**config.mk**
```make
export PLATFORM = sky130hd
export DESIGN_NAME = instr_fetch_timing
export DESIGN_NICKNAME = d
export VERILOG_FILES = /design/src/rtl/instr_fetch_timing.sv
export SDC_FILE = /design/constraint.sdc
export NUM_CORES = 1
export LEC_CHECK = 0
export BUFFER_PORTS_ARGS = -buffer_cell sky130_fd_sc_hd__clkbuf_2
export CAP_MARGIN = 20
export CELL_PAD_IN_SITES_DETAIL_PLACEMENT = 1
export CELL_PAD_IN_SITES_GLOBAL_PLACEMENT = 1
export CORE_MARGIN = 2
export CORE_UTILIZATION = 39
export CTS_CLUSTER_SIZE = 8
export DETAILED_ROUTE_END_ITERATION = 10
export GPL_TIMING_DRIVEN = 0
export PLACE_DENSITY_LB_ADDON = 0.1
export SLEW_MARGIN = 20
export SYNTH_ARGS = -nofsm -noshare
export SYNTH_HDL_FRONTEND = slang
export SYNTH_SLANG_ARGS = --single-unit
```
**constraint.sdc**
```tcl
create_clock -name clk -period 2.7 [get_ports clk]
set_input_delay 0.27 -clock clk [delete_from_list [all_inputs] [get_ports clk]]
set_output_delay 0.27 -clock clk [all_outputs]
set_load 0.05 [all_outputs]
```
**src/rtl/instr_fetch_timing.sv**
```systemverilog
`default_nettype none
// ============================================================================
// Module   : instr_fetch_timing
// Purpose  : Instruction-cycle timing and fetch front end for the TB4004 core.
//            It runs the 8-state cycle counter (A1 A2 A3 M1 M2 X1 X2 X3) and
//            owns the program counter. It fetches opcode nibbles at M1/M2,
//            detects two-word opcodes and captures their second byte.
// Ports    : clk          - system clock
//            rstN         - asynchronous active-low reset
//            clkEn        - cycle advance enable (low = every register holds)
//            romData      - ROM nibble for romAddr (high @M1, low @M2)
//            jumpEn       - load pc from jumpAddr at end of X3
//            jumpAddr     - jump target
//            romAddr      - ROM address (equals pc)
//            pc           - program counter
//            cycle        - cycle index 0..7
//            opr, opa     - opcode upper / lower nibble
//            secondWord   - current instruction cycle fetches a second byte
//            operand      - second byte of a two-word instruction
//            operandValid - operand is complete (X1..X3 of a second word)
//            sync         - high while cycle == X3
//            instrDone    - high during X3 of the final word of an instruction
// Revision : 1.0 - initial release
// ============================================================================
module instr_fetch_timing #(
  parameter int                    PC_WIDTH = 12,
  parameter logic [PC_WIDTH-1:0]   RESET_PC = 12'h000
) (
  input  logic                clk,
  input  logic                rstN,
  input  logic                clkEn,
  input  logic [3:0]          romData,
  input  logic                jumpEn,
  input  logic [PC_WIDTH-1:0] jumpAddr,
  output logic [PC_WIDTH-1:0] romAddr,
  output logic [PC_WIDTH-1:0] pc,
  output logic [2:0]          cycle,
  output logic [3:0]          opr,
  output logic [3:0]          opa,
  output logic                secondWord,
  output logic [7:0]          operand,
  output logic                operandValid,
  output logic                sync,
  output logic                instrDone
);

  // Cycle indices within one instruction cycle.
  localparam logic [2:0] CYC_M1 = 3'd3;
  localparam logic [2:0] CYC_M2 = 3'd4;
  localparam logic [2:0] CYC_X1 = 3'd5;
  localparam logic [2:0] CYC_X2 = 3'd6;
  localparam logic [2:0] CYC_X3 = 3'd7;

  localparam logic [PC_WIDTH-1:0] PC_ONE = {{(PC_WIDTH-1){1'b0}}, 1'b1};

  logic two_word;
  logic final_word;

  // JCN, FIM (opa[0]==0; odd opa is SRC), JUN, JMS, ISZ carry a second byte.
  always_comb begin
    two_word = 1'b0;
    case (opr)
      4'h1, 4'h4, 4'h5, 4'h7: two_word = 1'b1;
      4'h2:                   two_word = ~opa[0];
      default:                two_word = 1'b0;
    endcase
  end

  // opr/opa are final by X2, so the decision is stable when instrDone is
  // registered at the X2 -> X3 transition.
  assign final_word = secondWord | ~two_word;

  always_ff @(posedge clk or negedge rstN) begin
    if (!rstN) begin
      cycle      <= 3'd0;
      pc         <= RESET_PC;
      opr        <= 4'h0;
      opa        <= 4'h0;
      operand    <= 8'h00;
      secondWord <= 1'b0;
      instrDone  <= 1'b0;
    end else if (clkEn) begin
      cycle <= cycle + 3'd1;
      case (cycle)
        CYC_M1: begin
          if (secondWord) operand[7:4] <= romData;
          else            opr          <= romData;
        end
        CYC_M2: begin
          if (secondWord) operand[3:0] <= romData;
          else            opa          <= romData;
        end
        CYC_X2: begin
          instrDone <= final_word;
        end
        CYC_X3: begin
          instrDone  <= 1'b0;
          // A second word always clears the flag, so there is no third word.
          secondWord <= ~secondWord & two_word;
          pc         <= jumpEn ? jumpAddr : pc + PC_ONE;
        end
        default: begin
        end
      endcase
    end
  end

  assign romAddr      = pc;
  assign sync         = (cycle == CYC_X3);
  assign operandValid = secondWord & (cycle >= CYC_X1);

endmodule
`default_nettype wire
```
==> results.md <==
- Nature of the critical path endpoint: register
- Path type of the worst min-delay path: input pin to async pin
- Most used cell along the critical path: sky130_fd_sc_hd__ha_1
- Deepest level of the CTS H-tree: 2
- Share of cells above drive strength 1: 36.5%
- Share of flip-flops with an asynchronous set or reset after synthesis: 100%
- Syn_nets: 194
- WL final: 4540 µm
- Num CTS Buffers: 5
- Final cycle utilization of the critical path: 73.0%
- Die Y: 71.2 µm
- Area of all sequential standard cells: 826 µm²
- Dominant register cell in the synthesized netlist: sky130_fd_sc_hd__dfrtp_1
- Number of diodes added for antenna fixing: 0
- First-pass DRT Iterations: 4
- CTS clk-pin slew, worst paths: 0.07 ns
- RSZ-0062 raised after global routing: no
- Std-Cell Core Area: 0.00435 mm²
- Drt drc: 0
- Clock tree from TritonCTS: done
- Starting Density: 40.4%
- Nets: 267
- Slew HR: 44.0%
- Sum of overflow across all layers after global routing: 0
- Top post-synthesis cells by area: sky130_fd_sc_hd__dfrtp_1, sky130_fd_sc_hd__mux2_1, sky130_fd_sc_hd__buf_4, sky130_fd_sc_hd__ha_1, sky130_fd_sc_hd__o21ai_1
- Setup clock skew after layout: 0.00663 ns
- Vias per cell: 5.30
- Yosys top cell by area: sky130_fd_sc_hd__dfrtp_1
- Final setup viols: 0
- Initial antenna violation count: 0
- Number of warnings issued by yosys: 0
- Fillers: 507
- Vias in the first global route: 1568
- Fmax achieved: 507 MHz
- Summed instance area of the synthesized netlist: 0.00176 mm²
- Ordered cell list for the critical path: ha_1, ha_1, and2_1, clkbuf_1, o22ai_1, nor3b_1
- Synthesized instance count: 167
- Wire length of the first global-routing pass: 7560 µm
- Delay of the slowest critical-path stage: 0.46 ns
- Cell with the largest stage delay on the worst path: sky130_fd_sc_hd__dfrtp_1
- Maximum number of pins on one net before global-route repair: 34
- Setup repair bufs after CTS: 0
- Sequential fraction of the synthesis area: 46.9%
- Worst Path Arrival: 2.16 ns
- WL per Instance: 15.5 µm
- Slew of the pin with the lowest slew margin: 0.839 ns
- Number of enable flip-flop cells after synthesis: 0
- Final number of max-transition violations: 0
- Total area of multi-input combinational cells: 798 µm²
- Final worst path period need: 1.97 ns
- Overall global routing resource usage: 19.4%
- Number of vias after detailed routing: 1553
- HPWL Detailed: 3380 µm
- Final Non-Filler Cells: 293
- Fraction of post-synthesis cell area in the top cell type by area: 46.9%
- Post-synthesis to final-layout area growth: 29.0%
- Post-cts repair resize count: 0
- Worst-path maximum fanout: 10
- Status: complete, no violations
- First-iteration detailed-routing DRC count: 73
- Final antenna-violating net count: 0
- Unique cell type count in the Yosys netlist: 38
- Skew-Pair Late Insertion Delay: 0.29 ns
- Width of the die: 71.2 µm
- IO buf count: 66
- Number of failing hold endpoints at the final stage: 0
- Maximum count of clock buffers along a single path: 2
- Number of placement rows: 24
- DP Cell Count: 285
- Post-route worst hold slack: 0.0675 ns
- Ports: 67
- Cts-stage hold buffer count: 0
- CP startpoint kind: register
- Max Cap Viol: 0
- Avg Synthesized Cell Area: 10.5 µm²
- Synthesis-stage register bit count: 33
- CTS root buffer: sky130_fd_sc_hd__clkbuf_8
- Setup Crit Path Kind: register to register
- GPL Wtd Cong: 0.774
- Num Clock Sinks: 33
- Overall die area: 0.00506 mm²
- Setup TNS: 0 ns
- Required time of the critical path: 2.89 ns
==> kinds of logic (layout without fill, tap and decap cells) <==
logic type | Yosys count | after routing | share of synthesized area [%]
mux | 18 | 18 | 11.5
fa+ha+maj | 7 | 7 | 4.98
simple gates | 46 | 46 | 14.2
xor+xnor | 1 | 1 | 0.498
flops | 33 | 33 | 46.9
buf+inv | 24 | 98 | 7.68
compound gates | 38 | 38 | 14.3
==> flip-flops by register name, summed over array words and instances (netlist names) <==
signal / flops
opr: 4
instrDone: 1
operand: 8
cycle: 3
pc: 12
secondWord: 1
opa: 4
==> synthesized netlist by cell type (4+ instances only) <==
library cell / instances
sky130_fd_sc_hd__a21oi_1: 8
sky130_fd_sc_hd__mux2_1: 16
sky130_fd_sc_hd__buf_4: 12
sky130_fd_sc_hd__nor3_1: 6
sky130_fd_sc_hd__nor2_1: 7
sky130_fd_sc_hd__inv_1: 6
sky130_fd_sc_hd__nand4_1: 4
sky130_fd_sc_hd__dfrtp_1: 33
sky130_fd_sc_hd__nand2_1: 11
sky130_fd_sc_hd__ha_1: 7
sky130_fd_sc_hd__o21ai_1: 10
==> placed cells by master, fill, tap and decap left out, types with 2 or more instances in the layout <==
cell type and n:
sky130_fd_sc_hd__nor2_1 7, sky130_fd_sc_hd__nor3b_1 3, sky130_fd_sc_hd__a22oi_1 2, sky130_fd_sc_hd__ha_1 7, sky130_fd_sc_hd__o2bb2ai_1 3, sky130_fd_sc_hd__and3_1 2, sky130_fd_sc_hd__a21oi_1 8, sky130_fd_sc_hd__dfrtp_1 33
sky130_fd_sc_hd__o21ai_0 3, sky130_fd_sc_hd__nand2_1 11, sky130_fd_sc_hd__buf_1 3, sky130_fd_sc_hd__nor3_1 6, sky130_fd_sc_hd__nor4_1 3, sky130_fd_sc_hd__o22ai_1 3, sky130_fd_sc_hd__clkbuf_8 5, sky130_fd_sc_hd__nand4b_1 2
sky130_fd_sc_hd__buf_4 12, sky130_fd_sc_hd__clkbuf_1 3, sky130_fd_sc_hd__clkbuf_2 66, sky130_fd_sc_hd__mux2_1 16, sky130_fd_sc_hd__inv_1 6, sky130_fd_sc_hd__o21ai_1 10, sky130_fd_sc_hd__nand4_1 4, sky130_fd_sc_hd__nand3_1 3
sky130_fd_sc_hd__nand3b_1 2
==> metrics by stage <==
step | instance area [µm²] | utilization [%] | setup WS, ns
6_report | 2270 | 52.1 | 0.729
5_1_grt | 2270 | 52.1 | 0.588
4_1_cts | 2270 | 52.1 | 0.702
3_5_place_dp | 2150 | 49.5 | 0.719
3_3_place_gp | 2150 | 49.5 | 0.869
2_1_floorplan | 1760 | - | 0.360
==> critical path, delay by kind of cell, from the launching register on <==
kind	cells	cell delay, ns
compound gates	1	0.14
buf+inv	1	0.37
simple gates	2	0.48
flops	1	0.46
fa+ha+maj	2	0.42
==> worst paths after layout <==
| check | start | end | slack, ns | depth (start not counted) |
|---|---|---|---|---|
| min in group clk | romData[1] | operand[1]$_DFFE_PN0P_ | 0.23 | 2 |
| setup reg to reg | cycle[0]$_DFFE_PN0P_ | pc[11]$_DFFE_PN0P_ | 0.73 | 6 |
| hold reg to reg | operand[3]$_DFFE_PN0P_ | operand[3]$_DFFE_PN0P_ | 0.50 | 1 |
| hold / removal | rstN | pc[1]$_DFFE_PN0P_ | 0.07 | 1 |
| max in group asynchronous | rstN | instrDone$_DFFE_PN0P_ | 2.10 | 1 |
| setup / recovery | cycle[0]$_DFFE_PN0P_ | pc[11]$_DFFE_PN0P_ | 0.73 | 6 |
==> cell type report <==
type	instances	share of cell area (%)
repair buffers	66	14.6
flip-flops and latches	33	36.4
plain buffers	18	4.96
clock buffers	5	3.03
inverters	6	0.992
clock inverters	3	2.04
well taps	52	2.87
multi-input cells	110	35.2
==> metal layers <==
layer	vias to the layer above	part of all wire (%)	track usage (%)
li1	747	-	-
met1	754	43	23.2
met2	45	51	33.3
met3	7	4.7	5.56
met4	0	1.1	6.71
met5	-	0	0
Power is left out: the tool's default activity adds up to more than one toggle a clock period on the data nets, which glitch-free logic cannot reach.
